File: config.mk
export PLATFORM = sky130hd
export DESIGN_NAME = spi_slave_port
export DESIGN_NICKNAME = d
export VERILOG_FILES = /design/src/rtl/spi_pkg.sv /design/src/rtl/spi_slave_rxq.sv /design/src/rtl/spi_slave_port.sv
export SDC_FILE = /design/constraint.sdc
export NUM_CORES = 1
export LEC_CHECK = 0
export CAP_MARGIN = 20
export CORE_ASPECT_RATIO = 0.7
export CORE_MARGIN = 2
export CORE_UTILIZATION = 50
export DETAILED_ROUTE_END_ITERATION = 7
export GPL_TIMING_DRIVEN = 0
export HOLD_SLACK_MARGIN = 0.12
export PLACE_DENSITY = 0.74
export SYNTH_ARGS = -nofsm -noshare
export SYNTH_HDL_FRONTEND = slang
export SYNTH_HIERARCHICAL = 1
export SYNTH_SLANG_ARGS = --single-unit
File: constraint.sdc
create_clock -name pclk -period 6.3 [get_ports pclk]
set_clock_uncertainty 0.15 [all_clocks]
set_input_delay 0.63 -clock pclk [delete_from_list [all_inputs] [get_ports pclk]]
set_output_delay 0.63 -clock pclk [all_outputs]
set_load 0.005 [all_outputs]
File: src/rtl/spi_pkg.sv
// spi_pkg: shared types and constants for the SPI target-side port.
package spi_pkg;

    typedef enum logic [1:0] {
        IDLE  = 2'd0,
        LOAD  = 2'd1,
        SHIFT = 2'd2
    } spi_state_e;

    localparam int         SPI_DW      = 8;
    localparam int         SPI_SYNC    = 2;
    localparam logic [7:0] SPI_TX_FILL = 8'hFF;

    // Shift one bit into a byte from the end selected by the bit order.
    function automatic logic [7:0] spi_shift(input logic [7:0] v, input logic lsb, input logic din);
        return lsb ? {din, v[7:1]} : {v[6:0], din};
    endfunction

    // Bit that goes on the wire first for the selected bit order.
    function automatic logic spi_txbit(input logic [7:0] v, input logic lsb);
        return lsb ? v[0] : v[7];
    endfunction

endpackage

File: src/rtl/spi_slave_rxq.sv
// spi_slave_rxq: receive queue for the SPI target port.
// SPI_SLAVE_RXFIFO_EN defined: 4-entry FIFO; otherwise a single holding register.
module spi_slave_rxq
    import spi_pkg::*;
(
    input  logic        pclk,
    input  logic        presetn,
    input  logic        push,
    input  logic [7:0]  push_data,
    input  logic        rx_ready,
    input  logic        ovr_clr,
    output logic [7:0]  rx_data,
    output logic        empty,
    output logic        overrun
);

    logic pop;
    logic full;
    logic ovf;
    logic wr;

    // A pop in the same cycle frees the slot, so a full queue only drops when nothing leaves.
    assign pop = rx_ready & ~empty;
    assign ovf = push & full & ~pop;
    assign wr  = push & ~ovf;

`ifdef SPI_SLAVE_RXFIFO_EN
    logic [7:0] mem [4];
    logic [1:0] wp, rp;
    logic [2:0] cnt;

    assign full    = (cnt == 3'd4);
    assign empty   = (cnt == 3'd0);
    assign rx_data = mem[rp];

    // Circular buffer; pointers wrap naturally at 2 bits.
    always_ff @(posedge pclk or negedge presetn) begin
        if (!presetn) begin
            for (int i = 0; i < 4; i++) mem[i] <= '0;
            wp  <= '0;
            rp  <= '0;
            cnt <= '0;
        end else begin
            if (wr) begin
                mem[wp] <= push_data;
                wp      <= wp + 2'd1;
            end
            if (pop) rp <= rp + 2'd1;
            cnt <= cnt + {2'b00, wr} - {2'b00, pop};
        end
    end
`else
    logic [7:0] hold;
    logic       vld;

    assign full    = vld;
    assign empty   = ~vld;
    assign rx_data = hold;

    // Single holding register; a push with a simultaneous pop replaces the entry.
    always_ff @(posedge pclk or negedge presetn) begin
        if (!presetn) begin
            hold <= '0;
            vld  <= 1'b0;
        end else if (wr) begin
            hold <= push_data;
            vld  <= 1'b1;
        end else if (pop) begin
            vld  <= 1'b0;
        end
    end
`endif

    // Sticky drop flag; a drop in the clearing cycle wins.
    always_ff @(posedge pclk or negedge presetn) begin
        if (!presetn)     overrun <= 1'b0;
        else if (ovf)     overrun <= 1'b1;
        else if (ovr_clr) overrun <= 1'b0;
    end

endmodule

File: src/rtl/spi_slave_port.sv
// spi_slave_port: SPI target port oversampling sclk/ss/mosi in the pclk domain.
// Optional build macro SPI_SLAVE_RXFIFO_EN selects a 4-entry rx FIFO.
module spi_slave_port
    import spi_pkg::*;
(
    input  logic       pclk,
    input  logic       presetn,
    input  logic       sclk_in,
    input  logic       ss_in,
    input  logic       mosi_in,
    output logic       miso_out,
    output logic       miso_oe,
    input  logic       cpol,
    input  logic       cpha,
    input  logic       lsbfe,
    input  logic [7:0] tx_data,
    input  logic       tx_load,
    output logic       tx_ready,
    output logic [7:0] rx_data,
    output logic       rx_valid,
    input  logic       rx_ready,
    output logic       overrun,
    input  logic       ovr_clr,
    output logic       byte_done
);

    logic [SPI_SYNC-1:0] sclk_sync, ss_sync, mosi_sync;
    logic       sclk_s, ss_s, mosi_s, sclk_d;
    logic       rise, fall, lead, trail;
    spi_state_e state, state_nxt;
    logic       load_now, in_shift;
    logic       samp_ev, shft_ev, shift_go, last_samp, reload_now;
    logic [7:0] tx_buf, tx_sr, rx_sr, tx_src;
    logic       tx_full, shift_q, reload_pend, done_q;
    logic [2:0] bit_cnt;
    logic       rxq_empty;

    assign sclk_s = sclk_sync[SPI_SYNC-1];
    assign ss_s   = ss_sync[SPI_SYNC-1];
    assign mosi_s = mosi_sync[SPI_SYNC-1];

    // Two-flop synchronizers plus one extra sclk stage for edge detection.
    always_ff @(posedge pclk or negedge presetn) begin
        if (!presetn) begin
            sclk_sync <= '0;
            ss_sync   <= '1;
            mosi_sync <= '0;
            sclk_d    <= 1'b0;
        end else begin
            sclk_sync <= {sclk_sync[SPI_SYNC-2:0], sclk_in};
            ss_sync   <= {ss_sync[SPI_SYNC-2:0], ss_in};
            mosi_sync <= {mosi_sync[SPI_SYNC-2:0], mosi_in};
            sclk_d    <= sclk_s;
        end
    end

    assign rise  = sclk_s & ~sclk_d;
    assign fall  = ~sclk_s & sclk_d;
    assign lead  = cpol ? fall : rise;
    assign trail = cpol ? rise : fall;

    // FSM state register.
    always_ff @(posedge pclk or negedge presetn) begin
        if (!presetn) state <= IDLE;
        else          state <= state_nxt;
    end

    // FSM next state; ss release from any state returns to IDLE.
    always_comb begin
        state_nxt = state;
        load_now  = 1'b0;
        in_shift  = 1'b0;
        miso_oe   = 1'b0;
        case (state)
            IDLE:  if (!ss_s) state_nxt = LOAD;
            LOAD: begin
                miso_oe   = 1'b1;
                load_now  = ~ss_s;
                state_nxt = ss_s ? IDLE : SHIFT;
            end
            SHIFT: begin
                miso_oe  = 1'b1;
                in_shift = ~ss_s;
                if (ss_s) state_nxt = IDLE;
            end
            default: state_nxt = IDLE;
        endcase
    end

    assign samp_ev   = in_shift & (cpha ? trail : lead);
    assign shft_ev   = in_shift & (cpha ? lead : trail);
    assign shift_go  = in_shift & shift_q;
    assign last_samp = samp_ev & (bit_cnt == 3'd7);
    assign tx_src    = tx_full ? tx_buf : SPI_TX_FILL;
    // Any cycle that moves the tx buffer into the shift path empties the buffer.
    assign reload_now = load_now | (last_samp & ~cpha) | (shift_go & reload_pend);
    assign tx_ready   = ~tx_full;

    // Tx buffer and shift path; shift edges act one cycle after detection.
    always_ff @(posedge pclk or negedge presetn) begin
        if (!presetn) begin
            tx_buf      <= '0;
            tx_full     <= 1'b0;
            tx_sr       <= SPI_TX_FILL;
            miso_out    <= 1'b1;
            shift_q     <= 1'b0;
            reload_pend <= 1'b0;
        end else begin
            shift_q <= shft_ev;
            if (reload_now) tx_full <= 1'b0;
            if (tx_load && !tx_full) begin
                tx_buf  <= tx_data;
                tx_full <= 1'b1;
            end
            if (!in_shift) reload_pend <= 1'b0;
            if (state == IDLE) begin
                miso_out <= 1'b1;
            end else if (load_now) begin
                if (cpha) begin
                    tx_sr <= tx_src;
                end else begin
                    tx_sr    <= spi_shift(tx_src, lsbfe, 1'b1);
                    miso_out <= spi_txbit(tx_src, lsbfe);
                end
            end else if (shift_go) begin
                if (reload_pend) begin
                    tx_sr       <= spi_shift(tx_src, lsbfe, 1'b1);
                    miso_out    <= spi_txbit(tx_src, lsbfe);
                    reload_pend <= 1'b0;
                end else begin
                    tx_sr    <= spi_shift(tx_sr, lsbfe, 1'b1);
                    miso_out <= spi_txbit(tx_sr, lsbfe);
                end
            end else if (last_samp) begin
                // cpha=1 waits for the next shift edge; cpha=0 reloads now.
                if (cpha) reload_pend <= 1'b1;
                else      tx_sr       <= tx_src;
            end
        end
    end

    // Rx assembly; leaving SHIFT discards any partial byte.
    always_ff @(posedge pclk or negedge presetn) begin
        if (!presetn) begin
            rx_sr     <= '0;
            bit_cnt   <= '0;
            done_q    <= 1'b0;
            byte_done <= 1'b0;
        end else begin
            done_q    <= 1'b0;
            byte_done <= done_q;
            if (!in_shift) begin
                bit_cnt <= '0;
            end else if (samp_ev) begin
                rx_sr   <= spi_shift(rx_sr, lsbfe, mosi_s);
                bit_cnt <= bit_cnt + 3'd1;
                done_q  <= (bit_cnt == 3'd7);
            end
        end
    end

    spi_slave_rxq u_rxq (
        .pclk      (pclk),
        .presetn   (presetn),
        .push      (done_q),
        .push_data (rx_sr),
        .rx_ready  (rx_ready),
        .ovr_clr   (ovr_clr),
        .rx_data   (rx_data),
        .empty     (rxq_empty),
        .overrun   (overrun)
    );

    assign rx_valid = ~rxq_empty;

endmodule

Yosys cells after proc, flatten, opt, wreduce, memory -nomap -nowiden
Index checks and enable logic that the tools add are counted.
Widths: inputs -> output; s select.
{ "classes": {"add_sub_neg": 1, "multipliers": 0, "div_mod_pow": 0, "order_cmp": 0, "n_eq_ne": 8, "shift": 0, "n_mux": 45, "n_bitwise": 22, "reduce_logical": 13} }
{ "op_table": {"columns": ["op", "count"], "rows": [
  ["$mux 8", 10],
  ["$mux 1", 29],
  ["$and 1x1->1", 12],
  ["$not 1->1", 8],
  ["$mux 2", 3],
  ["$mux 3", 2],
  ["$pmux 2 s3", 1],
  ["$reduce_and 2->1", 3],
  ["$reduce_bool 2->1", 3],
  ["$reduce_bool 3->1", 2],
  ["$ne 2x2->1 const B", 2],
  ["$add 3x1->3 const B", 1],
  ["$eq 3x3->1 const B", 1],
  ["$ne 3x1->1 const B", 1],
  ["$ne 3x2->1 const B", 1],
  ["$reduce_and 3->1", 1],
  ["$eq 2x1->1 const B", 1],
  ["$eq 2x2->1 const B", 1],
  ["$logic_not 2->1", 1],
  ["$ne 2x1->1 const B", 1],
  ["$or 1x1->1", 2],
  ["$reduce_or 2->1", 1],
  ["$logic_and 1x1->1", 1],
  ["$logic_not 1->1", 1]
]} }
{ "word_totals": {"reg_bits": 52, "latch_bits": 0, "ram_bits": 0, "romBits": 0, "in_bits": 19, "out_inout_bits": 14, "wordCells": 107, "mem_count": 0} }

Logic depth before layout (Yosys ltp)
Gate-level depths: netlist (run 1).
{ "depth": {"word_depth": 11, "depth_mapped": 8, "mapped_depth_nobuf": 6} }

Modules after synthesis
The synthesis (run 1) kept the hierarchy.
{ "modules_own_cells": {"columns": ["module", "n_inst", "cells_per_inst", "area_per_inst_um2", "seq_area_each_um2"], "rows": [
  ["spi_slave_port", 1, 213, 2218.4, 1064.8],
  ["spi_slave_rxq", 1, 25, 416.6, 250.2]
]} }

Worst setup path after synthesis (run 1)
No wires, ideal clock.
{ "synth_path": {"path_type": "input to register", "from": "in cpha", "to": "reg tx_sr[0]", "setup_ns": 0.082, "t_arrival_ns": 1.950, "required_time_ns": 6.068, "setup_slack_ns": 4.118, "stages": 5, "path_buffers": 1, "path_cell_list": "xnor2_1 mux2_4 a31o_1 buf_6 mux2_4"} }
{ "synth_via": {"elab_chain_cells": 5, "elab_cells_between_ends": 8, "classes_between": "eq/ne: 1; mux: 3; bitwise: 2; reduce/logical: 2"} }
{ "synth_lines": {"columns": ["element", "line", "rtl"], "rows": [
  ["from (decl)", "spi_slave_port.sv:14", "input logic cpha,"],
  ["$mux 1", "spi_slave_port.sv:90", "assign samp_ev = in_shift & (cpha ? trail : lead);"],
  ["$and 1x1->1", "spi_slave_port.sv:90", null],
  ["$and 1x1->1", "spi_slave_port.sv:93", "assign last_samp = samp_ev & (bit_cnt == 3'd7);"],
  ["$reduce_bool 3->1 (no source line)", null, null],
  ["$reduce_and 3->1 (no source line)", null, null],
  ["to (signal assigned)", "spi_slave_port.sv:120", "tx_sr <= tx_src;"],
  ["to (signal assigned)", "spi_slave_port.sv:122", "tx_sr <= spi_shift(tx_src, lsbfe, 1'b1);"],
  ["to (signal assigned)", "spi_slave_port.sv:127", "tx_sr <= spi_shift(tx_src, lsbfe, 1'b1);"],
  ["to (decl)", "spi_slave_port.sv:33", "logic [7:0] tx_buf, tx_sr, rx_sr, tx_src;"]
]} }
Several ways; a longest one is shown, not always the timed one.
A chain may end at the register's enable or synchronous reset.

Worst setup path in the final report (run 1)
{ "layout_path": {"from": "reg tx_full", "to": "out tx_ready"} }
{ "layout_via": {"elab_chain_cells": 1} }
{ "layout_lines": {"columns": ["element", "line", "rtl"], "rows": [
  ["from (decl)", "spi_slave_port.sv:34", "logic tx_full, shift_q, reload_pend, done_q;"],
  ["from (signal assigned)", "spi_slave_port.sv:103", "tx_full <= 1'b0;"],
  ["from (signal assigned)", "spi_slave_port.sv:110", "if (reload_now) tx_full <= 1'b0;"],
  ["from (signal assigned)", "spi_slave_port.sv:113", "tx_full <= 1'b1;"],
  ["$not 1->1", "spi_slave_port.sv:97", "assign tx_ready = ~tx_full;"],
  ["to (decl)", "spi_slave_port.sv:18", "output logic tx_ready,"]
]} }
Every way passes these cells.

==> results of run 1 <==
metal layers:
metal	GRT usage, %	part of all wire (%)	vias up
met5	0	0	-
met4	5.77	1.1	0
met3	3.84	6.6	5
met2	27.7	41	57
met1	28.7	52	939
li1	-	-	935
cell families (layout without fill, tap and decap cells):
group                    Yosys count  in the layout  share of synthesized area, %
adder cells (fa/ha/maj)            5              5                          2.37
AO/OA/AOI/OAI                     60             60                          15.1
buffers and inverters             30             70                          4.75
AND/OR/NAND/NOR                   51             51                          10.1
multiplexers                      38             38                          17.1
XOR/XNOR                           2              2                         0.665
flip-flops                        52             52                          49.9
flip-flops by register name, summed over array words and instances (netlist names), 2 cells and up:
signal / cells
mosi_sync: 2
tx_sr: 8
bit_cnt: 3
ss_sync: 2
tx_buf: 8
state: 2
u_rxq/rx_data: 8
rx_sr: 8
sclk_sync: 2
worst max-delay path by stage:
stage          startpoint       end  slack (ns)  cells after the start
2_1_floorplan        cpha  tx_sr[0]        4.12                      5
3_3_place_gp      presetn  rx_sr[3]        2.97                      1
3_5_place_dp         cpha  tx_sr[0]        3.50                      6
4_1_cts           tx_full  tx_ready        3.78                      3
5_1_grt           tx_full  tx_ready        3.66                      3
6_report          tx_full  tx_ready        3.75                      3
power groups by stage:
stage / clock (mW) / combinational [mW] / sequential, mW
CTS: 0.232 / 0.420 / 0.531
finish: 0.225 / 0.422 / 0.534
detailed placement: 0 / 0.415 / 0.535
global placement: 0 / 0.406 / 0.533
floorplan: 0 / 0.312 / 0.506
global route: 0.244 / 0.468 / 0.547
critical path, cell delays in order (launching register included):
cell and delay, ns:
dfrtp_1 0.45, clkbuf_1 0.39, inv_1 0.16, clkdlybuf4s50_1 0.47
area by class of cell:
cell class,instances,area share (%)
sequential,52,41.6
multi-input combinational,156,37.8
timing repair buffer,32,10.3
tap,72,2.85
clock buffer,5,2.18
buffer,14,2.06
inverter,16,1.90
clock inverter,3,1.35
metrics by stage:
step | cell area (sq um) | setup WS, ns | hold WS, ns | total power [mW]
2_1_floorplan | 2640 | 4.12 | 0.181 | 0.818
3_3_place_gp | 3040 | 2.97 | 0.183 | 0.938
3_5_place_dp | 3050 | 3.50 | 0.185 | 0.950
4_1_cts | 3160 | 3.78 | 0.147 | 1.18
5_1_grt | 3160 | 3.66 | 0.174 | 1.26
6_report | 3160 | 3.75 | 0.132 | 1.18
layout by cell type (no fill, tap or decap), types with 2 or more instances in the layout:
cell	count
dfrtp_1	41
clkdlybuf4s50_1	30
a21oi_1	21
mux2i_1	18
nand2_1	17
inv_1	16
mux2_4	12
dfstp_2	11
clkbuf_1	9
o21ai_0	9
nor2_1	8
mux2_2	8
nor2b_1	6
nand2b_1	6
a221oi_1	6
buf_2	5
nor3_1	5
ha_1	5
clkbuf_8	5
o211ai_1	3
a311oi_1	3
xnor2_1	2
o22ai_1	2
a2111oi_0	2
a222oi_1	2
a32oi_1	2
a41oi_1	2
==> run metrics, run 1 <==
worst skew pair latency 0.31 ns; worst slew pin tran 0.655 ns; Comb pwr share a little over a third; Worst Path Required 5.52 ns; post-synth cell types 43; clk sink count 52; Top Ports 33; area leader, netlist dfrtp_1; outcome complete, no violations; Via density 5.53; Seq cells post-synth 52; Max-slew headroom 56.3%; Post-route DRC 0; Pwr Density about 370 nW/um^2; drt pass-1 iters 4; Mapped Cells about 240; Post-synth EDFFs 0; layout cell share with drive strength beyond 1 17.6%; # diodes 0; Die Width roughly 91 um; Multi-input gate area roughly 1200 sq um; Core ar. a little over 5000 sq um; RSZ-0062 raised after global routing no; H-tree lvl count 2; post-synth top area share between 30% and 40%; mapped cell area around 2600 sq um; die area a little under 6000 sq um; Total Routing Usage GR about a fifth; register area share after synthesis about 50%; CTS tree yes; Final Cycle Share between 40% and 50%; fill count approximately 450; first-pass GRT wire length slightly below 9000 um; post-cts hold buffer count 0; fraction of registers with async set/reset between 90% and 100%; final critical-path required period 2.55 ns; Synth area leaders dfrtp_1 39%, dfstp_2 11%, mux2i_1 6.8%; count leader, synth dfrtp_1; CTS root buf clkbuf_8; syn_nets ~260; Tightest Hold Check Type in -> async; Starting DRT DRC Count roughly 170; largest net degree at the start of global routing 32; Worst R2R Start state[0]; Avg Cell Area, Syn between 10 and 15 sq um; TNS Setup 0 ns; WP data arrival around 1.8 ns; FF/Latch Area 1320 sq um; Switch Pwr approximately 0.41 mW; YS warnings 6; cell total after placement between 300 and 400; ANT nets after route 0; Crit Path Category reg -> out; post-cts resize count 0; routed len/inst approximately 15 um; final hold vios 0; Worst setup SP type flip-flop; Overflow after GRT 0; Peak VDD IR 246 uV; DR vias 1936; FMAX slightly below 400 MHz; row cnt 22; setup bufs post-CTS 0; Placer Congestion approximately 0.95; Post-Layout Cell Count between 300 and 400; flop2flop setup slack 3.94 ns; sequential power share a little under half; CP endpoint kind output pin; Synth Flop Type dfrtp_1; die height ~65 um; TritonCTS Buffers 5; endpoints failing setup 0; Internal 0.774 mW; vias in the first global route around 1800; most instantiated cells after synthesis 41 x dfrtp_1, 21 x a21oi_1, 18 x mux2i_1; Port Buf Inserts 31; R2R Path End tx_sr[0]; r2r worst-path depth 8; Slew Viols, Final 0; Final HPWL DP 3760 um; final net count 301; Area Overhead vs Synth 20.0%; Routed WL 5140 um; Static Leak roughly 1.4 nW; CP Max Fanout 10; fin util between 60% and 70%; Max-cap violations 0; initial antenna violation count 0; clock power share between 10% and 20%; Initial Utilization 51.2%; Sw Share between 30% and 40%; clock transition at the registers of the reported paths around 0.10 ns; Clock Tree Buf Depth 2
Note: power is estimated with default switching activity, not from simulation.
==> run 2: changes to the inputs <==
Settings changed: PLACE_DENSITY 0.74 to 0.77.
Clock period 6.3 ns to 2.33 ns, I/O delays scaled along.
==> run 2 against run 1 <==
  * Flip-flop and latch count did not move
  * Total power rose to 2.9 times the previous value
  * Wire length fell by 0.19%
  * Register-to-register slack got worse by 3.9 ns
  * Critical endpoint is now tx_sr[7]
  * Sequential power rose to 2.7 times the previous value
  * Worst hold slack improved by 0.038 ns
  * Critical path type is now reg -> reg
  * Clock-buffer cell count did not move
  * Final area rose by 2.3%
==> run metrics, run 2 (synthesis gave the netlist of run 1 again) <==
H-tree lvl count 2 (unchanged); clock transition at the registers of the reported paths 0.09 ns (about the same); largest net degree at the start of global routing 33 (+3.1%); drt pass-1 iters 5 (+1); die area 5880 sq um (unchanged); die height 64.7 um (unchanged); Total Routing Usage GR 18.6% (-0.44 points); Post-Layout Cell Count 351 (+0.29%); Core ar. 5150 sq um (unchanged); Max-cap violations 0 (unchanged); CP Max Fanout 7 (-3); Crit Path Category reg -> reg; TritonCTS Buffers 5 (unchanged); Overflow after GRT 0 (unchanged); Final HPWL DP 3820 um (+1.7%); clk sink count 52 (unchanged); vias in the first global route 1783 (-1.3%); row cnt 22 (unchanged); outcome complete, no violations; Port Buf Inserts 31 (unchanged); Placer Congestion 0.926 (-2.7%); Routed WL 5130 um (-0.19%); worst slew pin tran 0.679 ns (+0.0236 ns); initial antenna violation count 0 (unchanged); first-pass GRT wire length 8600 um (-2.0%); RSZ-0062 raised after global routing yes; Worst setup SP type flip-flop; cell total after placement 342 (unchanged); Die Width 90.8 um (unchanged); endpoints failing setup 0 (unchanged); Static Leak 1.43 nW (+2.7%); worst skew pair latency 0.31 ns (about the same); Overall Power 3.42 mW (+190%); Post-route DRC 0 (unchanged); CP endpoint kind flip-flop; Final Cycle Share between 90% and 100%; ANT nets after route 0 (unchanged); Peak VDD IR 650 uV (+160%); Switch Pwr 1.11 mW (+170%); Slew Viols, Final 0 (unchanged); Worst Path Required 2.42 ns (-3.10 ns); fill count 405 (-9.0%); Clock Tree Buf Depth 2 (unchanged); clock power share 24.2% (+5.1 points); Sw Share 32.3% (-2.2 points); Pwr Density 1060 nW/um^2 (+180%); WP data arrival 2.38 ns (+0.61 ns); FF/Latch Area 1320 sq um (unchanged); most common cell after layout, fill and taps aside dfrtp_1; Initial Utilization 51.2% (unchanged); FMAX about 440 MHz; final net count 302 (+0.33%); CTS tree yes; layout cell share with drive strength beyond 1 19.0% (+1.4 points); Max-slew headroom 54.8% (-1.6 points); Multi-input gate area 1210 sq um (+0.94%); Starting DRT DRC Count 280 (+64%); routed len/inst 14.6 um (-0.48%); Top Ports 33 (unchanged); most frequent cells in the layout 41 x dfrtp_1, 30 x clkdlybuf4s50_1, 21 x a21oi_1; Via density 5.61 (+1.4%); final critical-path required period about 2.3 ns; # diodes 0 (unchanged); Area Overhead vs Synth 22.8%; Internal 2.32 mW (+200%); Tightest Hold Check Type in -> reg; DR vias 1969 (+1.7%); Comb pwr share 33.9% (-1.8 points); CTS root buf clkbuf_8; final hold vios 0 (unchanged); sequential power share 41.9% (-3.3 points)
-- run 2: changes by cell type in the layout (fill, tap and decap cells not counted), sizes merged --
cell / previous run / this run
dlygate4sd3: 0 / 1
bufinv: 1 / 3
buf: 7 / 8
clkinv: 1 / 0
clkinvlp: 1 / 0
clkbuf: 14 / 13
-- run 2: per-stage QoR --
stage | utilization, % | setup TNS [ns] | worst slack (ns) | instance area, sq um | hold WS (ns)
5_1_grt | 62.9 | -0.109 | -0.0480 | 3240 | 0.173
3_5_place_dp | 59.3 | -0.298 | -0.100 | 3050 | 0.0699
2_1_floorplan | - | 0 | 0.244 | 2640 | -0.213
3_3_place_gp | 59.0 | -25.74 | -0.607 | 3040 | 0.185
4_1_cts | 62.5 | 0 | 0.0226 | 3220 | 0.168
6_report | 62.9 | 0 | 0.0447 | 3240 | 0.170
-- run 2: worst paths after layout --
kind	end	depth (start not counted)	start	slack, ns
worst max-delay path	tx_sr[7]	7	state[0]	0.04
worst min-delay path	ss_sync[0]	1	ss_in	0.17
worst max register to register	tx_sr[7]	7	state[0]	0.04
worst min register to register	mosi_sync[1]	0	mosi_sync[0]	0.20
max in group asynchronous	tx_sr[2]	3	presetn	1.18
min in group asynchronous	tx_buf[5]	2	presetn	0.26
-- run 2: power by group through the flow --
stage / logic (mW) / clock network [mW] / registers [mW]
floorplan: 0.844 / 0 / 1.37
global placement: 1.10 / 0 / 1.43
detailed placement: 1.13 / 0 / 1.45
CTS: 1.14 / 0.843 / 1.43
global route: 1.28 / 0.873 / 1.47
finish: 1.16 / 0.829 / 1.43
-- run 2: routing by layer --
metal,GRT usage (%),part of all wire [%],routed length (um),vias up
met5,0,0,0,-
met4,6.15,1.6,81,0
met3,5.00,6.9,354,10
met2,25.8,41,2110,71
met1,28.1,50,2580,950
li1,-,-,-,938
-- run 2: critical path, stage by stage, from the launching register on --
cell and delay (ns):
dfrtp_1 0.40, inv_1 0.11, ha_1 0.15, buf_2 0.17
nand4b_1 0.27, a2111oi_0 0.62, a221oi_2 0.08, mux2_4 0.28
-- run 2: final cells by class --
cell class	instances	share of cell area, %
flip-flops and latches	52	40.6
multi-input cells	156	37.3
repair buffers	34	10.6
clock inverters	3	2.78
well taps	72	2.78
clock buffers	5	2.13
plain buffers	13	1.93
inverters	16	1.86
-- run 2: what timing repair did --
item,in CTS,in global routing
buffers inserted,0,1
hold buffers,1,0
hold endpoints to repair,48,0
endpoints found under the setup margin,0,9
resized for setup,0,4
